<file path="src/rtl/regfile_write_arbiter.sv">
// Round-robin arbiter for the single write port of the 24-bit register bank.
// Optional macro REGARB_LOCK_EN adds req_lock so one requester can own the port across beats.
module regfile_write_arbiter #(
  parameter int NREQ   = 4,
  parameter int DATA_W = 24,
  parameter int ADDR_W = 4
) (
  input  logic                    clk,
  input  logic                    rst,
  input  logic [NREQ-1:0]         req_valid,
  input  logic [NREQ*ADDR_W-1:0]  req_addr,
  input  logic [NREQ*DATA_W-1:0]  req_data,
`ifdef REGARB_LOCK_EN
  input  logic [NREQ-1:0]         req_lock,
`endif
  output logic [NREQ-1:0]         req_ready,
  input  logic                    wr_stall,
  output logic                    wr_en,
  output logic [ADDR_W-1:0]       wr_addr,
  output logic [DATA_W-1:0]       wr_data,
  output logic [$clog2(NREQ)-1:0] wr_src
);
  localparam int SRC_W = $clog2(NREQ);

  logic [SRC_W-1:0]  rr_ptr_q, rr_ptr_d;
  logic [NREQ-1:0]   eligible;
  logic              gnt_found;
  logic [SRC_W-1:0]  gnt_idx;
  logic              xfer;
  int unsigned       idx;

  logic              wr_en_q;
  logic [ADDR_W-1:0] wr_addr_q;
  logic [DATA_W-1:0] wr_data_q;
  logic [SRC_W-1:0]  wr_src_q;

  function automatic logic [SRC_W-1:0] next_idx(input logic [SRC_W-1:0] i);
    return (int'(i) == NREQ - 1) ? '0 : i + 1'b1;
  endfunction

`ifdef REGARB_LOCK_EN
  logic             lock_active_q, lock_active_d;
  logic [SRC_W-1:0] lock_owner_q, lock_owner_d;

  always_comb begin
    eligible = req_valid;
    if (lock_active_q) eligible = req_valid & (NREQ'(1) << lock_owner_q);
  end
`else
  always_comb eligible = req_valid;
`endif

  // First eligible requester searching from rr_ptr upward, modulo NREQ
  always_comb begin
    gnt_found = 1'b0;
    gnt_idx   = '0;
    idx       = 0;
    for (int unsigned k = 0; k < NREQ; k++) begin
      idx = (32'(rr_ptr_q) + k) % NREQ;
      if (!gnt_found && eligible[idx]) begin
        gnt_found = 1'b1;
        gnt_idx   = SRC_W'(idx);
      end
    end
    xfer      = gnt_found & ~wr_stall & ~rst;
    req_ready = '0;
    if (xfer) req_ready[gnt_idx] = 1'b1;
  end

  always_comb begin
    rr_ptr_d = rr_ptr_q;
`ifdef REGARB_LOCK_EN
    lock_active_d = lock_active_q;
    lock_owner_d  = lock_owner_q;
`endif
    if (xfer) begin
`ifdef REGARB_LOCK_EN
      if (req_lock[gnt_idx]) begin
        lock_active_d = 1'b1;
        lock_owner_d  = gnt_idx;
      end else begin
        lock_active_d = 1'b0;
        rr_ptr_d      = next_idx(gnt_idx);
      end
`else
      rr_ptr_d = next_idx(gnt_idx);
`endif
    end
`ifdef REGARB_LOCK_EN
    // Owner walked away: release the port as if it had completed its last beat
    else if (lock_active_q && !req_valid[lock_owner_q]) begin
      lock_active_d = 1'b0;
      rr_ptr_d      = next_idx(lock_owner_q);
    end
`endif
  end

  always_ff @(posedge clk or posedge rst) begin
    if (rst) begin
      rr_ptr_q  <= '0;
      wr_en_q   <= 1'b0;
      wr_addr_q <= '0;
      wr_data_q <= '0;
      wr_src_q  <= '0;
    end else begin
      rr_ptr_q <= rr_ptr_d;
      wr_en_q  <= xfer;
      if (xfer) begin
        wr_addr_q <= req_addr[gnt_idx*ADDR_W +: ADDR_W];
        wr_data_q <= req_data[gnt_idx*DATA_W +: DATA_W];
        wr_src_q  <= gnt_idx;
      end
    end
  end

`ifdef REGARB_LOCK_EN
  always_ff @(posedge clk or posedge rst) begin
    if (rst) begin
      lock_active_q <= 1'b0;
      lock_owner_q  <= '0;
    end else begin
      lock_active_q <= lock_active_d;
      lock_owner_q  <= lock_owner_d;
    end
  end
`endif

  assign wr_en   = wr_en_q;
  assign wr_addr = wr_addr_q;
  assign wr_data = wr_data_q;
  assign wr_src  = wr_src_q;
endmodule

</file>
<file path="config.mk">
export PLATFORM = sky130hd
export DESIGN_NAME = regfile_write_arbiter
export DESIGN_NICKNAME = d
export VERILOG_FILES = /design/src/rtl/regfile_write_arbiter.sv
export SDC_FILE = /design/constraint.sdc
export NUM_CORES = 1
export LEC_CHECK = 0
export BUFFER_PORTS_ARGS = -buffer_cell sky130_fd_sc_hd__buf_4
export CAP_MARGIN = 20
export CELL_PAD_IN_SITES_DETAIL_PLACEMENT = 0
export CELL_PAD_IN_SITES_GLOBAL_PLACEMENT = 1
export CORE_UTILIZATION = 29
export DETAILED_ROUTE_END_ITERATION = 8
export GPL_ROUTABILITY_DRIVEN = 0
export GPL_TIMING_DRIVEN = 0
export PLACE_DENSITY_LB_ADDON = 0.1
export SYNTH_ARGS = -nofsm -noshare
export SYNTH_HDL_FRONTEND = slang
export SYNTH_SLANG_ARGS = --single-unit
</file>
<file path="constraint.sdc">
create_clock -name clk -period 2.2 [get_ports clk]
set_input_delay 0.33 -clock clk [delete_from_list [all_inputs] [get_ports clk]]
set_output_delay 0.33 -clock clk [all_outputs]
set_load 0.01 [all_outputs]
</file>
==> results of run 1 <==
==> cell families (layout without fill, tap and decap cells) <==
logic type      Yosys count  count (layout)  synth area share, %
compound gates           67              67                29.98
flops                    33              33                40.22
mux                      28              28                17.00
simple gates             25              25                6.155
buf+inv                  20             185                6.032
fa+ha+maj                 1               1               0.6093
==> stage by stage <==
stage	area, um^2	utilization (%)
after floorplan	2053	-
after global placement	3322	48.63
after detailed placement	3349	49.03
after CTS	3471	50.81
after global routing	3486	51.03
final	3486	51.03
==> flip-flops by register name, indices dropped and copies added, names as in the netlist <==
| register | count |
|---|---|
| wr_data | 24 |
| wr_addr | 4 |
| rr_ptr_q | 2 |
| wr_src | 2 |
| wr_en | 1 |
==> metal layers <==
metal / track usage [%] / vias up / routed length (um)
li1: - / 1026 / -
met1: 21.76 / 1056 / 2831
met2: 32.32 / 86 / 3506
met3: 4.042 / 7 / 458
met4: 4.545 / 0 / 59
met5: 0 / - / 0
==> final timing paths <==
kind / end / depth (start not counted)
max: req_ready[2] / 7
min: wr_src[0]$_DFFE_PP0P_ / 2
max reg2reg: wr_data[21]$_DFFE_PP0P_ / 8
min reg2reg: wr_src[1]$_DFFE_PP0P_ / 1
max in group asynchronous: wr_data[21]$_DFFE_PP0P_ / 3
min in group clk: wr_data[10]$_DFFE_PP0P_ / 2
==> power by group through the flow <==
stage	logic, mW	clock network, mW	registers (mW)
5_1_grt	1.72	0.495	0.992
6_report	1.59	0.453	0.962
4_1_cts	1.61	0.471	0.953
2_1_floorplan	0.800	0	1.05
3_5_place_dp	1.57	0	0.960
3_3_place_gp	1.56	0	0.956
==> what timing repair did <==
action                     4_1_cts  5_1_grt
buffers inserted                 5        0
resized for setup                6        4
setup endpoints to repair        3       12
pin swaps                        1        0
cloned                           0        0
==> worst reg2reg max path: cells and delay by family (launching register included) <==
| kind | cells | cell delay (ps) |
|---|---|---|
| AO/OA/AOI/OAI | 2 | 510 |
| buffers and inverters | 3 | 420 |
| flip-flops | 1 | 460 |
| multiplexers | 1 | 340 |
| AND/OR/NAND/NOR | 2 | 210 |
==> cell usage in the layout, fill, tap and decap left out, drive strengths merged, types with 2 or more instances in the layout <==
cell    instances
nor2b           5
and2            2
dfrtp          33
buf           174
inv             3
clkbuf          8
a221o          28
o21ai           2
nor2            5
a22o           28
nand2b          2
mux2           28
a21oi           2
nand2           9
==> layout make-up <==
type | count | area [um^2]
Fill cell | 686 | 3346
Timing Repair Buffer | 159 | 1214
Multi-Input combinational cell | 121 | 1125
Sequential cell | 33 | 827.0
Tap cell | 96 | 120.1
Buffer | 16 | 102.6
Clock buffer | 7 | 86.33
Inverter | 3 | 11.26
==> metrics.yaml, run 1 <==
status:
  status: "complete, no violations"
clock_tree:
  cts_tree: "done"
  clock-sinks: 33
  clkLatencyLatePin_ps: 280
  htreeDepth: 2
  cts_hold_buf: 0
  cts_made_buffers: 5
  root_buffer: "clkbuf_8"
  cts_buffer_depth: 2
  cts.clk_slew.worst_paths_ps: 70
timing:
  hold_viol: 0
  finalWorstSetupSlack_ps: 103.0
  fin_crit_ps: 2097
  finalCritPeriodShare_pct: 95.32
  clock_skew_ps: 6.055
  setup_violations: 0
  rsz0062_at_grt: "yes"
  slew_headroom_pct: 54.38
  fin_tns_setup_ps: 0
  worst_slew_pin_slew_ps: 683.6
  timing.fmax_ghz: 0.4769
  drv_slew: 0
  hold-worst-slack_ps: 166.3
global_route:
  antenna_found_initial: 0
  grt_usage_pct: 18.04
  grt_overflow_total: 0
  grt_max_degree: 20
  grt_pass1_wl_um: 10460
  grt_pass1_vias: 2102
worst_setup_path:
  path_delay_family: "simple AND/OR/NAND/NOR gates"
  slowest_delay_ps: 460
  startpoint: "rr_ptr_q[0]$_DFFE_PP0P_"
  crit_path_cell_trace: "nor2b_4 > nor2_1 > a2bb2oi_2 > and2_1 > buf_6 > nor2b_1 > buf_4"
  cpMaxStageDelayCell: "dfrtp_2"
  required_ps: 1870
  arrival_ps: 1770
  crit_type: "reg -> out"
  path_buf_inv: 2
  critPathLaunchType: "flip-flop"
  crit_fanout: 10
  rrSetupSlack_ps: 130
  r2r_start: "rr_ptr_q[0]$_DFFE_PP0P_"
  cp-end-kind: "primary output"
power_and_ir_drop:
  power_density_nw_per_um2: 862.7
  power.internal_mw: 2.043
  total_power_mw: 3.007
  seqPwrFrac_pct: 32.0
  power_switching_mw: 0.9646
  clkPwrFrac_pct: 15.1
  p_sw_share_pct: 32.08
  comb_power_share_pct: 53.0
  leakagePower_nw: 1.770
  ir_drop_uv: 411.1
place:
  io_buffers: 153
  place_hpwl_um: 5148
  place_ws_ps: -9.777
  post-place-cells: 424
synthesis:
  yosysMostFrequentCell: "dfrtp_1"
  ys_warn_count: 0
  ys_async_sr_fraction_pct: 100.0
  synth_seq_area_share_pct: 40.22
  syn_nets: 294
  post_synth.cell_area_avg_um2: 11.80
  synth.distinct_cells: 34
  synth_top_area_share_pct: 40.22
  ys_ff_latch: 33
  synth_edf_count: 0
  yosys_most_used_dff: "dfrtp_1"
  synthTopCellsByArea: "dfrtp_1 (40%), a221o_1 (14%), a22o_1 (12%), mux2_2 (8.8%), mux2_4 (6.6%)"
  postSynthCellCount: 174
  yosys.area.top_type: "dfrtp_1"
  syn_area_um2: 2053
  synth_common_cells: "dfrtp_1 (33), a221o_1 (28), a22o_1 (28), mux2_2 (16), buf_2 (11)"
route:
  drc_errors: 0
  routed_wl_um: 6856
  drt_first_iter_violations: 98
  detail-route-antenna-nets: 0
  routed_via_density: 5.000
  wl_per_cell_um: 15.76
  vias: 2175
  first_pass_iters: 4
finish:
  nets: 459
  syn_to_final_growth_pct: 69.77
  final_cells: 435
  drive_gt1_share_pct: 63.72
  diodes: 0
job:
  maxCapViolCount: 0
die:
  die_area_um2: 7421
  start_util_pct: 30.05
  die_h_um: 86.15
  die_width_um: 86.15
  core_area_um2: 6832
  ios: 154
  rows: 30
hold_path:
  worstHoldPathType: "in -> async"
Power figures use the tool's default switching activity.
==> run 2, diff against run 1 <==
--- a/config.mk
+++ b/config.mk
@@ -9,6 +9,7 @@
 export CAP_MARGIN = 20
 export CELL_PAD_IN_SITES_DETAIL_PLACEMENT = 0
 export CELL_PAD_IN_SITES_GLOBAL_PLACEMENT = 1
+export CORE_ASPECT_RATIO = 1.75
 export CORE_UTILIZATION = 29
 export DETAILED_ROUTE_END_ITERATION = 8
 export GPL_ROUTABILITY_DRIVEN = 0
==> run 2 against run 1 <==
Register-to-register slack improved by 50 ps; flip-flop and latch count did not move; sequential power fell by 0.6%; sequential share of layout area fell by 0.72 points.
==> metrics.yaml, run 2 (synthesis results as in run 1) <==
worst_setup_path:
  worst-r2r-cell-count: 8
  crit_fanout: 4
  critPathLaunchType: "flip-flop"
  crit_type: "reg -> out"
  required_ps: 1870
  arrival_ps: 1780
  cp-end-kind: "primary output"
finish:
  postLayoutCellArea_um2: 3590
  final_common_cell: "buf_4"
  syn_to_final_growth_pct: 74.83
  largest_register_ffs: 24
  nets: 460
  diodes: 0
  drive_gt1_share_pct: 65.40
  final_cell_mix: "buf_4 (160), dfrtp_1 (33), a22o_1 (28), a221o_1 (28), mux2_2 (16)"
  fin_util_pct: 52.35
route:
  drt_first_iter_violations: 74
  routed_via_density: 5.104
  vias: 2169
  detail-route-antenna-nets: 0
  routed_wl_um: 7016
  first_pass_iters: 4
  drc_errors: 0
  wl_per_cell_um: 16.51
global_route:
  grt_pass1_vias: 2266
  grt_usage_pct: 19.18
  grt_pass1_wl_um: 10920
  grt_overflow_total: 0
  antenna_found_initial: 0
  grt_max_degree: 22
hold_path:
  worstHoldPathType: "in -> async"
place:
  dpl_cell_area_um2: 3334
  place_ws_ps: 14.07
  place_hpwl_um: 5405
  io_buffers: 153
die:
  die_area_um2: 7434
  ios: 154
  die_h_um: 113.3
  rows: 40
  core_area_um2: 6857
  start_util_pct: 29.95
  die_width_um: 65.61
clock_tree:
  cts_made_buffers: 5
  root_buffer: "clkbuf_16"
  clock-sinks: 33
  htreeDepth: 2
  cts_tree: "done"
  cts_buffer_depth: 2
  cts.clk_slew.worst_paths_ps: 50
  clkLatencyLatePin_ps: 270
timing:
  rsz0062_at_grt: "no"
  finalCritPeriodShare_pct: 95.72
  hold_viol: 0
  slew_headroom_pct: 58.70
  setup_violations: 0
  drv_slew: 0
  timing.fmax_ghz: 0.4749
  fin_tns_setup_ps: 0
  finalWorstSetupSlack_ps: 94.16
  fin_crit_ps: 2106
  clock_skew_ps: 5.434
  worst_slew_pin_slew_ps: 618.8
  hold-worst-slack_ps: 148.7
power_and_ir_drop:
  seqPwrFrac_pct: 28.1
  clkPwrFrac_pct: 23.8
  power_density_nw_per_um2: 947.0
  power_switching_mw: 1.017
  leakagePower_nw: 1.814
  p_sw_share_pct: 29.91
  comb_power_share_pct: 48.1
  power.internal_mw: 2.383
  ir_drop_uv: 491.8
status:
  status: "complete, no violations"
job:
  maxCapViolCount: 0
run 2: cell count changes in the layout (fill, tap and decap cells not counted), moves of 2 or more:
cell       change
and2_4         +2
clkbuf_8       -5
nor2b_2        +3
and2_1         -2
buf_4          -2
clkbuf_16      +5
nor2b_4        -2
run 2: worst max-delay path, cell delays in order, from the launching register on:
cell	delay, ps
dfrtp_1	420
nor2b_2	150
nor2_2	70
o221ai_2	200
buf_6	150
buf_12	100
inv_2	40
ha_4	140
and2_4	130
buf_6	110
run 2: layout make-up:
class                      instances  area (um^2)
fill                             654         3267
timing repair buffer             159         1217
multi-input combinational        121         1137
sequential                        33        825.8
clock buffer                       7        142.6
buffer                            17        120.1
tap                               84        105.1
clock inverter                     1        30.03
inverter                           3        11.26
run 2: power groups by stage:
| stage | logic, mW | clock network (mW) | registers [mW] |
|---|---|---|---|
| floorplan | 0.800 | 0 | 1.05 |
| global placement | 1.57 | 0 | 0.956 |
| detailed placement | 1.57 | 0 | 0.962 |
| CTS | 1.61 | 0.828 | 0.954 |
| global route | 1.76 | 0.853 | 0.987 |
| finish | 1.63 | 0.809 | 0.956 |
run 2: stage by stage:
step                total power, mW  std cells
floorplan                     1.849        174
global placement              2.523        411
detailed placement            2.532        412
CTS                           3.393        423
global route                  3.600        425
finish                        3.400        425
run 2: metal layers:
metal	global-route usage, %	wire (um)	vias to the layer above
li1	-	-	1029
met1	21.61	2639	1033
met5	0	0	-
met3	4.032	484	4
met4	4.783	55	0
met2	35.46	3836	103
run 2: worst paths after layout:
path	startpoint	slack (ps)	to
setup reg to reg	rr_ptr_q[0]$_DFFE_PP0P_	180	wr_data[4]$_DFFE_PP0P_
max in group asynchronous	rst	1540	wr_data[19]$_DFFE_PP0P_
min in group clk	req_data[22]	290	wr_data[22]$_DFFE_PP0P_
setup / recovery	rr_ptr_q[0]$_DFFE_PP0P_	90	req_ready[3]
hold reg to reg	wr_src[0]$_DFFE_PP0P_	490	wr_src[0]$_DFFE_PP0P_
hold / removal	rst	150	rr_ptr_q[0]$_DFFE_PP0P_
run 2: repair_timing:
| item | 4_1_cts | 5_1_grt |
|---|---|---|
| pin swaps | 2 | 2 |
| cloned | 0 | 0 |
| resized for setup | 5 | 9 |
| buffers inserted | 3 | 2 |
| endpoints found under the setup margin | 3 | 2 |
| hold buffers | 0 | 0 |
